--- src/rtl/count_display_driver.sv ---
// Binary count -> BCD (iterative double-dabble) -> 3-digit multiplexed 7-segment display.
// Leading zeros are blanked; the fourth digit slot is always dark.
module count_display_driver #(
  parameter int unsigned SCAN_DIV   = 50000,
  parameter bit          ACTIVE_LOW = 1'b1
) (
  input  logic        clk,
  input  logic        reset,
  input  logic [7:0]  value,
  output logic [6:0]  seg,
  output logic        dp,
  output logic [3:0]  an,
  output logic [11:0] bcd,
  output logic        busy
);

  localparam int unsigned SCAN_W = (SCAN_DIV > 1) ? $clog2(SCAN_DIV) : 1;
  localparam logic [SCAN_W-1:0] SCAN_LAST = SCAN_W'(SCAN_DIV - 1);
  localparam logic [3:0] AN_OFF  = ACTIVE_LOW ? 4'hF : 4'h0;
  localparam logic [6:0] SEG_OFF = ACTIVE_LOW ? 7'h7F : 7'h00;

  typedef enum logic [1:0] {IDLE, SHIFT, DONE} state_t;

  state_t      state, state_next;
  logic [7:0]  shadow;
  logic [19:0] sr;
  logic [2:0]  iter;

  // One double-dabble step: correct each BCD nibble, then shift in the next binary bit.
  function automatic logic [19:0] dd_step(input logic [19:0] s);
    logic [19:0] t;
    t = s;
    for (int i = 0; i < 3; i++) begin
      if (t[8+4*i +: 4] >= 4'd5) t[8+4*i +: 4] = t[8+4*i +: 4] + 4'd3;
    end
    return {t[18:0], 1'b0};
  endfunction

  function automatic logic [6:0] seg_decode(input logic [3:0] d);
    case (d)
      4'd0: return 7'h3F;
      4'd1: return 7'h06;
      4'd2: return 7'h5B;
      4'd3: return 7'h4F;
      4'd4: return 7'h66;
      4'd5: return 7'h6D;
      4'd6: return 7'h7D;
      4'd7: return 7'h07;
      4'd8: return 7'h7F;
      4'd9: return 7'h6F;
      default: return 7'h00;
    endcase
  endfunction

  always_ff @(posedge clk) begin
    if (reset) state <= IDLE;
    else       state <= state_next;
  end

  always_comb begin
    state_next = state;
    case (state)
      IDLE:    if (value != shadow) state_next = SHIFT;
      SHIFT:   if (iter == 3'd7)    state_next = DONE;
      DONE:    state_next = IDLE;
      default: state_next = IDLE;
    endcase
  end

  always_ff @(posedge clk) begin
    if (reset) begin
      shadow <= '0;
      sr     <= '0;
      iter   <= '0;
      bcd    <= '0;
      busy   <= 1'b0;
    end else begin
      case (state)
        IDLE: if (value != shadow) begin
          shadow <= value;
          sr     <= {12'h000, value};
          iter   <= '0;
          busy   <= 1'b1;
        end
        SHIFT: begin
          sr   <= dd_step(sr);
          iter <= iter + 3'd1;
        end
        DONE: begin
          bcd  <= sr[19:8];
          busy <= 1'b0;
        end
        default: ;
      endcase
    end
  end

  // Scan timing: each digit slot is held for SCAN_DIV cycles.
  logic [SCAN_W-1:0] scan_cnt;
  logic [1:0]        dig;

  always_ff @(posedge clk) begin
    if (reset) begin
      scan_cnt <= '0;
      dig      <= '0;
    end else if (scan_cnt == SCAN_LAST) begin
      scan_cnt <= '0;
      dig      <= dig + 2'd1;
    end else begin
      scan_cnt <= scan_cnt + 1'b1;
    end
  end

  logic [3:0] nib;
  logic       blank;
  logic [3:0] an_act;
  logic [6:0] seg_act;

  always_comb begin
    nib   = bcd[3:0];
    blank = 1'b0;
    case (dig)
      2'd0: begin nib = bcd[3:0];  blank = 1'b0; end
      2'd1: begin nib = bcd[7:4];  blank = (bcd[11:8] == 4'd0) && (bcd[7:4] == 4'd0); end
      2'd2: begin nib = bcd[11:8]; blank = (bcd[11:8] == 4'd0); end
      default: begin nib = 4'd0;   blank = 1'b1; end
    endcase
    an_act  = blank ? 4'h0 : (4'b0001 << dig);
    seg_act = blank ? 7'h00 : seg_decode(nib);
  end

  always_ff @(posedge clk) begin
    if (reset) begin
      an  <= AN_OFF;
      seg <= SEG_OFF;
    end else begin
      an  <= ACTIVE_LOW ? ~an_act  : an_act;
      seg <= ACTIVE_LOW ? ~seg_act : seg_act;
    end
  end

  assign dp = ACTIVE_LOW;

endmodule

--- config.mk ---
export PLATFORM = sky130hd
export DESIGN_NAME = count_display_driver
export DESIGN_NICKNAME = d
export VERILOG_FILES = /design/src/rtl/count_display_driver.sv
export SDC_FILE = /design/constraint.sdc
export NUM_CORES = 1
export LEC_CHECK = 0
export ABC_CLOCK_PERIOD_IN_PS = 4200
export CORE_MARGIN = 5
export CORE_UTILIZATION = 55
export CTS_CLUSTER_SIZE = 14
export DETAILED_ROUTE_END_ITERATION = 7
export DONT_BUFFER_PORTS = 1
export GPL_TIMING_DRIVEN = 0
export HOLD_SLACK_MARGIN = 0.1
export MAX_ROUTING_LAYER = met4
export PLACE_DENSITY = 0.81
export SLEW_MARGIN = 5
export SYNTH_ARGS = -nofsm -noshare
export SYNTH_HDL_FRONTEND = slang
export SYNTH_SLANG_ARGS = --single-unit
--- constraint.sdc ---
create_clock -name clk -period 4.2 [get_ports clk]
set_input_delay 0 -clock clk [delete_from_list [all_inputs] [get_ports clk]]
set_output_delay 0 -clock clk [all_outputs]
set_load 0.01 [all_outputs]
Yosys cells after proc, flatten, opt, wreduce, memory -nomap -nowiden
Memory sizes are Yosys's and may differ from the RTL's. Index checks and enable logic that the tools add are counted.

Memories: 1. Register bits: 75. Bits in read-only memories: 112.

Memories: (no name shown) (depth 16, width 7, rd ports 1, clocked after memory_dff 0, wr ports 0, RTL line 40) `case (d)`.

Mux-type cells: 16. Shift-type cells: 1. Bitwise gates (word level): 2. Equal/unequal tests: 9. Reductions and logical operators: 12. Add/subtract/negate cells: 6. Magnitude comparators: 3.

Operators by type and width (count): $pmux W20 S2 (1); $mux W20 (1); $add A16 B1 Y16 const B (1); $eq A16 B16 Y1 const B (1); $ge A4 B3 Y1 const B (3); $mux W4 (3); $pmux W4 S3 (1); $add A4 B2 Y4 const B (2); $logic_not A4 Y1 (2); $ne A8 B8 Y1 (1); $reduce_and A2 Y1 (4); $mux W7 (1); $not A7 Y7 (1); $mux W3 (2); $pmux W3 S2 (1); $eq A2 B1 Y1 const B (2); $eq A2 B2 Y1 const B (2); $logic_not A2 Y1 (2); $mux W2 (2); $ne A2 B2 Y1 const B (2); $not A4 Y4 (1); $pmux W2 S2 (1); $reduce_bool A2 Y1 (2); $shl A1 B2 Y4 const A (1); 9 further kinds (9).

Depth between registers and ports, before layout
Gate-level depths: netlist of the first run.

Word-level depth: 5. Gate-level depth with buffers: 9.

Worst setup path before layout of the first run
OpenSTA, ideal clock, no wires.

Path kind: register to register. Start point: register dig[1]. End point: register seg[6]. Stages on the path, launching flop included: 10. Required time: 4.069 ns. Path slack: 2.163 ns. Data arrival time: 1.905 ns. Library setup time: 0.131 ns. Clock period less this slack: 2.037 ns. Path through: dfxtp_1 inv_1 ha_1 a222oi_1 or2_2 inv_1 ha_1 mux2_2 mux2i_1 nand2_1.

Cells in the longest elaborated chain, start to end: 5. Elaborated cells on any way between the ends: 8. Those cells by class: 2 x eq/ne; 3 x mux; 1 x bitwise; 1 x reduce/logical; 1 x memory.

Ends and longest elaborated chain: start, declared (RTL line 100) `logic [1:0] dig;`; start signal, assigned (RTL line 108) `dig <= dig + 2'd1;`; $eq A2 B2 Y1 (tied with other cells) (RTL line 122) `case (dig)`; $pmux W4 S3 (RTL line 122); $mem_v2 Z16 W7; $mux W7 * (RTL line 129) `seg_act = blank ? 7'h00 : seg_decode(nib);`; $not A7 Y7 * (RTL line 138) `seg <= ACTIVE_LOW ? ~seg_act : seg_act;`; end signal, assigned (RTL line 138); end, declared (RTL line 10) `output logic [6:0] seg,`.

Mark *: on every way between the ends. The rest lies on a longest branch, timed or not. A chain may end at the register's enable or synchronous reset.

Final worst setup path of the first run
Same ends and word-level chain as after synthesis.

==> impl_metrics.env, run 1 <==
export IMPL_clk_latency_ps=350
export IMPL_viasPerCell=6.13
export IMPL_synth_top_area_frac=0.398
export IMPL_critPathArrivalTime_ps=2580
export IMPL_synth_area_leader_cell="dfxtp_1"
export IMPL_ant_nets=0
export IMPL_clockRootBuffer="clkbuf_8"
export IMPL_initial_core_util=0.559
export IMPL_insertedDiodeCount=0
export IMPL_p_leak_nw=1.50
export IMPL_drv_cap=0
export IMPL_die_w_um=92.9
export IMPL_ys_ff_latch=75
export IMPL_ctsHtreeMaxLevel=3
export IMPL_netlist_instances=436
export IMPL_finalHoldViolCount=0
export IMPL_critPathMaxStageDelay_ps=510
export IMPL_cp_num_buf_inv=2
export IMPL_grt_pass1_vias=3080
export IMPL_p_total_mw=1.45
export IMPL_worstSetupEndpointType="flop"
export IMPL_synth_top_cells_by_area="dfxtp_1 40%, ha_1 6.3%, nand2_1 4.7%, a21oi_1 3.4%, xnor2_1 3.2%"
export IMPL_p_per_area_nw_per_um2=346
export IMPL_ios=35
export IMPL_worstSetupPathType="flop to flop"
export IMPL_io_buffers=0
export IMPL_grt_max_degree=16
export IMPL_synth_area_um2=3780
export IMPL_final_cell_mix="75 x dfxtp_1, 47 x nand2_1, 27 x nor2_1, 26 x a21oi_1, 23 x clkbuf_1"
export IMPL_firstDrtPassIters=6
export IMPL_dieArea_um2=8620
export IMPL_worstPathMaxFanout=6
export IMPL_ys_types=49
export IMPL_antenna_found_initial=0
export IMPL_max_vdd_ir_drop_uv=262
export IMPL_synth_edf_count=0
export IMPL_max_freq_mhz=427
export IMPL_ys_warn_count=0
export IMPL_fin_crit_sh=0.558
export IMPL_cts_inserted_buffers=9
export IMPL_grtUsageTotal=0.219
export IMPL_grt_pass1_wl_um=14700
export IMPL_setup_tns_ps=0
export IMPL_cp_start_kind="flop"
export IMPL_hpwlAfterDp_um=6140
export IMPL_setup_viol=0
export IMPL_rsz0062_at_grt="false"
export IMPL_postCtsSetupBuffers=0
export IMPL_drcViolationCount=0
export IMPL_area_growth_pct=10.5
export IMPL_vias=3318
export IMPL_min_period_ps=2340
export IMPL_avgSynthCellArea_um2=8.66
export IMPL_rows=30
export IMPL_worst_pin_slew_ps=714
export IMPL_cp_slowest_cell="a222oi_1"
export IMPL_cts_tree="yes"
export IMPL_synth_flop_cell="dfxtp_1"
export IMPL_drtIter0Drc=341
export IMPL_crit_family="compound AO/OA/AOI/OAI gates"
export IMPL_syn_num_nets=465
export IMPL_status="finished clean"
export IMPL_drive_above_1_share=0.0716
export IMPL_wl_um=8970
export IMPL_gr_total_overflow=0
export IMPL_hp_class="input port to flop"
export IMPL_cp_data_required_time_ps=4430
export IMPL_slew_headroom=0.524
export IMPL_cts_sinks=75
export IMPL_cp_cell_sequence="inv_1 > ha_1 > a222oi_1 > or2_2 > inv_1 > ha_1 > mux2_2 > mux2i_1 > nand2_1"
export IMPL_ys_async_sr_fraction=0
export IMPL_gp_congestion=0.959
export IMPL_final_max_slew_viol_count=0
export IMPL_fin_skew_ps=9.26
export IMPL_yosysSeqAreaShare=0.398
export IMPL_wl_per_cell_um=16.6
export IMPL_clk_pin_slew_ps=90
export IMPL_coreArea_um2=6760
export IMPL_clock_path_buffers=2
export IMPL_layout_commonest_cell="dfxtp_1"
export IMPL_fp_dieH_um=92.9
export IMPL_fin_nets=485
[worst register-to-register path: stages, from the launching register on]
cell,delay (ps)
dfxtp_1,400
inv_1,80
ha_1,260
a222oi_1,510
or2_2,240
inv_1,70
ha_1,190
mux2_2,260
mux2i_1,130
nand2_1,70
[routing by layer]
metal  global-route usage  part of all wire  up-vias
met5                    -                 0        -
met4               0.0928             0.022        0
met3               0.0544             0.079       14
met2                0.337              0.46      144
met1                0.274              0.44     1539
li1                     -                 -     1621
[where the power goes]
| group | total, mW | leakage, nW | switching [mW] | internal [mW] |
|---|---|---|---|---|
| combinational | 0.116 | 0.786 | 0.0762 | 0.0401 |
| clock | 0.581 | 0.103 | 0.296 | 0.286 |
| sequential | 0.748 | 0.612 | 0.0169 | 0.731 |
| total | 1.45 | 1.50 | 0.389 | 1.06 |
[synthesized netlist by cell type, drive strengths merged, types with 11 or more instances]
| library cell | instances |
|---|---|
| a21oi | 26 |
| a31oi | 11 |
| clkbuf | 23 |
| dfxtp | 75 |
| ha | 19 |
| inv | 14 |
| nand2 | 47 |
| nand2b | 12 |
| nand3 | 17 |
| nand4 | 15 |
| nor2 | 28 |
| nor3 | 13 |
| o21ai | 20 |
| xnor2 | 14 |
[layout make-up]
cell class                      count  area, um2
Sequential cell                    75       1500
Fill cell                         591       2580
Buffer                             29        116
Multi-Input combinational cell    317       2100
Tap cell                           80        100
Clock inverter                      7       83.8
Clock buffer                        9        124
Inverter                           15       56.3
Timing Repair Buffer                9       90.1
[stage by stage]
stage                     setup slack [ps]  std cells   util  hold WS (ps)  cell area [um2]
after floorplan                       2160        436      -           246             3780
after global placement                1920        516  0.574           261             3880
after detailed placement              1880        516  0.574           267             3880
after CTS                             1860        541  0.618           145             4170
after global routing                  1630        541  0.618           172             4170
final                                 1860        541  0.618           168             4170
[registers in the layout, summed over array words and instances, names as in the netlist]
signal / cells
an: 4
sr: 20
busy: 1
iter: 3
dig: 2
shadow: 8
bcd: 12
state: 2
scan_cnt: 16
seg: 7
[timing repair]
action | in CTS | in global routing
hold buffers | 9 | 0
hold endpoints to repair | 18 | 0
gates resized for setup | 0 | 0
[cells by family after synthesis]
logic type | count (synthesis) | share of synthesized area
AOI/OAI and AO/OA | 103 | 0.186
xor gates and xnor gates | 24 | 0.0557
buffers and inverters | 44 | 0.0457
DFF | 75 | 0.398
and+or+nand+nor | 162 | 0.230
other | 1 | 0.000993
adders and majority gates | 19 | 0.0630
muxes | 8 | 0.0215
[worst paths after layout]
| check | startpoint | slack [ps] | to | cells after the start |
|---|---|---|---|---|
| worst max-delay path | dig[1]$_SDFFE_PP0P_ | 1860 | seg[6]$_SDFF_PP1_ | 9 |
| worst max register to register | dig[1]$_SDFFE_PP0P_ | 1860 | seg[6]$_SDFF_PP1_ | 9 |
| worst min-delay path | reset | 170 | shadow[6]$_SDFFE_PP0P_ | 3 |
| worst min register to register | scan_cnt[0]$_SDFF_PP0_ | 480 | scan_cnt[0]$_SDFF_PP0_ | 1 |
Power figures use the tool's default switching activity.
==> run 2: changes to the inputs <==
--- a/config.mk
+++ b/config.mk
@@ -5,7 +5,7 @@
 export SDC_FILE = /design/constraint.sdc
 export NUM_CORES = 1
 export LEC_CHECK = 0
-export ABC_CLOCK_PERIOD_IN_PS = 4200
+export ABC_CLOCK_PERIOD_IN_PS = 2260
 export CORE_MARGIN = 5
 export CORE_UTILIZATION = 55
 export CTS_CLUSTER_SIZE = 14
==> constraint.sdc (replaced) <==
create_clock -name clk -period 2.26 [get_ports clk]
set_input_delay 0 -clock clk [delete_from_list [all_inputs] [get_ports clk]]
set_output_delay 0 -clock clk [all_outputs]
set_load 0.01 [all_outputs]
==> run 2 against run 1 <==
Setup slack lost 1700 ps. Count of clock-buffer cells in the layout is the same. Clock power grew 88%. Sequential cell count is the same. Register-to-register slack lost 1700 ps. Global-route usage grew 0.19 points. Maximum frequency grew 9.4%. Via count grew 1.4%. Critical path type unchanged. Largest cell class unchanged.
==> impl_metrics.env, run 2 (synthesized netlist as in run 1, its figures left out) <==
export IMPL_area_growth_pct=12.6
export IMPL_dp_cells=516
export IMPL_slew_headroom=0.547
export IMPL_max_freq_mhz=467
export IMPL_fp_dieH_um=92.9
export IMPL_worstPathMaxFanout=6
export IMPL_critPathArrivalTime_ps=2390
export IMPL_max_vdd_ir_drop_uv=487
export IMPL_wl_um=9140
export IMPL_grt_pass1_wl_um=14900
export IMPL_grtUsageTotal=0.221
export IMPL_firstDrtPassIters=5
export IMPL_clockRootBuffer="clkbuf_8"
export IMPL_hpwlAfterDp_um=6140
export IMPL_setup_viol=0
export IMPL_m1WireLength_um=4030
export IMPL_worstSetupEndpointType="flop"
export IMPL_ctsHtreeMaxLevel=3
export IMPL_cts_sinks=75
export IMPL_die_w_um=92.9
export IMPL_rsz0062_at_grt="false"
export IMPL_cts_tree="yes"
export IMPL_clk_pin_slew_ps=90
export IMPL_cts_inserted_buffers=9
export IMPL_top_layer="met4"
export IMPL_clock_path_buffers=2
export IMPL_grt_pass1_vias=3099
export IMPL_insertedDiodeCount=0
export IMPL_wl_met3_um=705
export IMPL_critPathMaxStageDelay_ps=430
export IMPL_initial_core_util=0.559
export IMPL_worst_pin_slew_ps=675
export IMPL_fin_skew_ps=9.06
export IMPL_layout_commonest_cell="dfxtp_1"
export IMPL_fin_nets=490
export IMPL_gp_congestion=0.959
export IMPL_gr_total_overflow=0
export IMPL_antenna_found_initial=0
export IMPL_grt_max_degree=16
export IMPL_fin_crit_sh=0.948
export IMPL_largest_reg_flops=20
export IMPL_drv_cap=0
export IMPL_regMostFlops="sr"
export IMPL_cp_cell_sequence="inv_1 > ha_4 > a222oi_1 > or2_4 > inv_2 > ha_2 > mux2_2 > mux2i_1 > nand2_1"
export IMPL_largestRegisters="sr (20), scan_cnt (16), bcd (12)"
export IMPL_drtIter0Drc=286
export IMPL_hp_class="input port to flop"
export IMPL_status="finished clean"
export IMPL_final_cells=546
export IMPL_p_per_area_nw_per_um2=633
export IMPL_num_fill_cells=578
export IMPL_finalHoldViolCount=0
export IMPL_dieArea_um2=8620
export IMPL_vias=3365
export IMPL_cp_start_kind="flop"
export IMPL_final_max_slew_viol_count=0
export IMPL_ios=35
export IMPL_drive_above_1_share=0.0966
export IMPL_ant_nets=0
export IMPL_hold_depth=3
export IMPL_rows=30
export IMPL_cp_data_required_time_ps=2500
export IMPL_viasPerCell=6.16
export IMPL_cp_slowest_cell="a222oi_1"
export IMPL_coreArea_um2=6760
export IMPL_clk_latency_ps=360
export IMPL_r2r_cells=9
export IMPL_io_buffers=0
export IMPL_p_leak_nw=1.52
export IMPL_wl_per_cell_um=16.7
export IMPL_drcViolationCount=0
export IMPL_min_period_ps=2140
export IMPL_setup_tns_ps=0
export IMPL_wl_met2_um=4200
export IMPL_worstSetupPathType="flop to flop"
export IMPL_final_cell_mix="73 x dfxtp_1, 47 x nand2_1, 27 x nor2_1, 26 x a21oi_1, 23 x clkbuf_1"
run 2: final cells by class:
cell class / instances / area [um2] / share of cell area
multi-input combinational: 317 / 2130 / 0.502
clock inverter: 7 / 83.8 / 0.0197
tap: 80 / 100 / 0.0235
sequential: 75 / 1510 / 0.355
clock buffer: 9 / 124 / 0.0291
timing repair buffer: 14 / 128 / 0.0300
buffer: 29 / 116 / 0.0274
inverter: 15 / 56.3 / 0.0132
run 2: path summary, 6_finish.rpt:
path                                             start  slack [ps]                      to
worst min-delay path                             reset         170  shadow[6]$_SDFFE_PP0P_
worst max register to register     dig[0]$_SDFFE_PP0P_         120       seg[6]$_SDFF_PP1_
worst min register to register  scan_cnt[0]$_SDFF_PP0_         480  scan_cnt[0]$_SDFF_PP0_
worst max-delay path               dig[0]$_SDFFE_PP0P_         120       seg[6]$_SDFF_PP1_
run 2: stage by stage:
step           power (mW)  utilization  cell area [um2]  worst slack [ps]  hold slack (ps)
2_1_floorplan        1.57            -             3780               223              246
3_3_place_gp         1.61        0.574             3880             -15.1              261
3_5_place_dp         1.62        0.574             3880             -64.7              267
4_1_cts              2.70        0.621             4200              13.5              145
5_1_grt              2.79        0.629             4250              5.31              172
6_report             2.69        0.629             4250               117              171
run 2: repair_timing:
action | 4_1_cts | 5_1_grt
hold endpoints to repair | 18 | 0
buffers inserted | 3 | 2
resized for setup | 0 | 12
endpoints found under the setup margin | 5 | 7
hold buffers | 9 | 0
pin swaps | 2 | 2
run 2: per-layer routing:
metal | up-vias | global-route usage
li1 | 1632 | -
met1 | 1580 | 0.274
met2 | 133 | 0.342
met3 | 20 | 0.0561
met4 | 0 | 0.0928
met5 | - | -
run 2: power breakdown:
group	total, mW	switching (mW)	internal [mW]
clock network	1.09	0.559	0.531
logic	0.216	0.141	0.0746
registers	1.39	0.0316	1.36
run 2: worst max-delay path: cells and delay by family, from the launching register on:
family | cells | cell delay [ps]
mux | 2 | 380
compound gates | 1 | 430
buf+inv | 2 | 140
fa+ha+maj | 2 | 370
flops | 1 | 380
simple gates | 2 | 310
==> run 3: changes to the inputs <==
--- a/config.mk
+++ b/config.mk
@@ -6,7 +6,7 @@
 export NUM_CORES = 1
 export LEC_CHECK = 0
 export ABC_CLOCK_PERIOD_IN_PS = 2260
-export CORE_MARGIN = 5
+export CAP_MARGIN = 15
 export CORE_UTILIZATION = 55
 export CTS_CLUSTER_SIZE = 14
 export DETAILED_ROUTE_END_ITERATION = 7
==> run 3 against run 2 <==
The flow now finishes with violations (design-rule violations). Maximum frequency shrank 0.32%. Sequential cell count did not move. Setup slack worse by 6.9 ps. Count of clock-buffer cells in the layout up 1. Critical path type unchanged. Largest cell class unchanged.
==> impl_metrics.env, run 3 (synthesized netlist as in run 1, its figures left out) <==
export IMPL_hold_depth=3
export IMPL_grt_max_degree=14
export IMPL_max_vdd_ir_drop_uv=539
export IMPL_final_area_um2=4210
export IMPL_grt_pass1_wl_um=14900
export IMPL_ios=35
export IMPL_viasPerCell=6.11
export IMPL_status="finished, violations left"
export IMPL_max_freq_mhz=465
export IMPL_worst_pin_slew_ps=639
export IMPL_finalHoldViolCount=0
export IMPL_p_int_mw=1.94
export IMPL_wl_um=8930
export IMPL_final_cell_mix="73 x dfxtp_1, 47 x nand2_1, 27 x nor2_1, 26 x a21oi_1, 23 x clkbuf_1"
export IMPL_placed_area_um2=3870
export IMPL_num_fill_cells=561
export IMPL_antenna_found_initial=0
export IMPL_critPathArrivalTime_ps=2380
export IMPL_largestRegisters="sr (20), scan_cnt (16), bcd (12)"
export IMPL_combPwrFrac=0.083
export IMPL_cts_inserted_buffers=9
export IMPL_die_w_um=84.9
export IMPL_p_leak_nw=1.52
export IMPL_dieArea_um2=7200
export IMPL_clk_pin_slew_ps=80
export IMPL_fin_skew_ps=8.23
export IMPL_layout_commonest_cell="dfxtp_1"
export IMPL_final_max_slew_viol_count=0
export IMPL_coreArea_um2=6490
export IMPL_min_period_ps=2150
export IMPL_cts_sinks=75
export IMPL_violations="design-rule violations"
export IMPL_drcViolationCount=5
export IMPL_drtIter0Drc=175
export IMPL_ant_nets=0
export IMPL_multi_input_comb_area_um2=2120
export IMPL_insertedDiodeCount=0
export IMPL_regMostFlops="sr"
export IMPL_power_frac_seq=0.529
export IMPL_grtUsageTotal=0.266
export IMPL_setup_viol=0
export IMPL_cp_data_required_time_ps=2490
export IMPL_rr_endpoint="seg[6]$_SDFF_PP1_"
export IMPL_hp_class="input port to flop"
export IMPL_p_per_area_nw_per_um2=622
export IMPL_timing_rr_start="dig[1]$_SDFFE_PP0P_"
export IMPL_rsz0062_at_grt="false"
export IMPL_rows=29
export IMPL_sw_frac_of_total=0.258
export IMPL_clockRootBuffer="clkbuf_8"
export IMPL_grt_pass1_vias=3222
export IMPL_fin_nets=489
export IMPL_cp_start_kind="flop"
export IMPL_worstSetupEndpointType="flop"
export IMPL_clkPwrFrac=0.388
export IMPL_hold_end="shadow[6]$_SDFFE_PP0P_"
export IMPL_vias=3312
export IMPL_drv_cap=0
export IMPL_area_growth_pct=11.6
export IMPL_firstDrtPassIters=8
export IMPL_hpwlAfterDp_um=6210
export IMPL_gp_congestion=0.890
export IMPL_clk_latency_ps=350
export IMPL_worstPathMaxFanout=6
export IMPL_p_switching_mw=0.677
export IMPL_drive_above_1_share=0.0903
export IMPL_r2r_cells=10
export IMPL_fin_crit_sh=0.951
export IMPL_worstSetupPathType="flop to flop"
export IMPL_io_buffers=0
export IMPL_ctsHtreeMaxLevel=3
export IMPL_fp_dieH_um=84.9
export IMPL_regArea_um2=1510
export IMPL_gr_total_overflow=0
export IMPL_p_total_mw=2.62
export IMPL_initial_core_util=0.581
export IMPL_clock_path_buffers=2
export IMPL_slew_headroom=0.570
export IMPL_wl_per_cell_um=16.5
export IMPL_hold_start="reset"
export IMPL_rrSetupSlack_ps=110
export IMPL_largest_reg_flops=20
export IMPL_cts_tree="yes"
run 3: cell types whose count changed in the layout (fill, tap and decap cells not counted), moves of 2 or more:
cell,delta
inv_6,-3
ha_4,-2
clkinv_2,+2
clkinv_4,+2
run 3: worst max-delay path by stage:
stage | start | endpoint | depth (start not counted)
global placement | dig[0]$_SDFFE_PP0P_ | seg[0]$_SDFF_PP1_ | 6
CTS | dig[1]$_SDFFE_PP0P_ | seg[6]$_SDFF_PP1_ | 10
detailed placement | dig[0]$_SDFFE_PP0P_ | seg[1]$_SDFF_PP1_ | 7
finish | dig[1]$_SDFFE_PP0P_ | seg[6]$_SDFF_PP1_ | 10
floorplan | dig[1]$_SDFFE_PP0P_ | seg[6]$_SDFF_PP1_ | 9
global route | dig[0]$_SDFFE_PP0P_ | seg[4]$_SDFF_PP1_ | 10
run 3: area by class of cell:
| class | instances | share of cell area |
|---|---|---|
| plain buffers | 29 | 0.0279 |
| clock buffers | 10 | 0.0303 |
| clock inverters | 6 | 0.0157 |
| inverters | 15 | 0.0134 |
| multi-input cells | 317 | 0.504 |
| flip-flops and latches | 75 | 0.357 |
| well taps | 77 | 0.0229 |
| repair buffers | 13 | 0.0285 |
run 3: critical path, stage by stage, from the launching register on:
cell      delay, ps
dfxtp_4         370
inv_1            60
ha_2            200
a222oi_1        350
buf_4           180
or2_4           130
inv_1            60
ha_1            200
mux2_2          260
mux2i_1         130
nand2_1          60
run 3: layer usage:
metal | global-route usage | share of wire | routed length (um)
met3 | 0.0642 | 0.056 | 499
met4 | 0.108 | 0.018 | 158
met1 | 0.319 | 0.44 | 3970
met2 | 0.433 | 0.48 | 4300
met5 | - | 0 | 0
run 3: what timing repair did:
action	4_1_cts	5_1_grt
pin swaps	3	1
buffers inserted	4	0
endpoints found under the setup margin	7	7
endpoints found under the hold margin	22	0
hold buffers	9	0
gates resized for setup	1	8
run 3: power groups by stage:
stage	sequential (mW)	combinational, mW	clock (mW)
after floorplan	1.41	0.154	0
after global placement	1.42	0.194	0
after detailed placement	1.42	0.198	0
after CTS	1.39	0.212	1.03
after global routing	1.39	0.237	1.09
final	1.39	0.218	1.02
run 3: metrics by stage:
step	hold WS (ps)	utilization	TNS, ps	worst slack [ps]	instances
floorplan	246	-	0	223	436
global placement	287	0.596	-2.74	-2.74	513
detailed placement	292	0.596	-275	-57.7	513
CTS	138	0.645	0	31.0	542
global route	167	0.649	0	1.57	542
finish	154	0.649	0	111	542
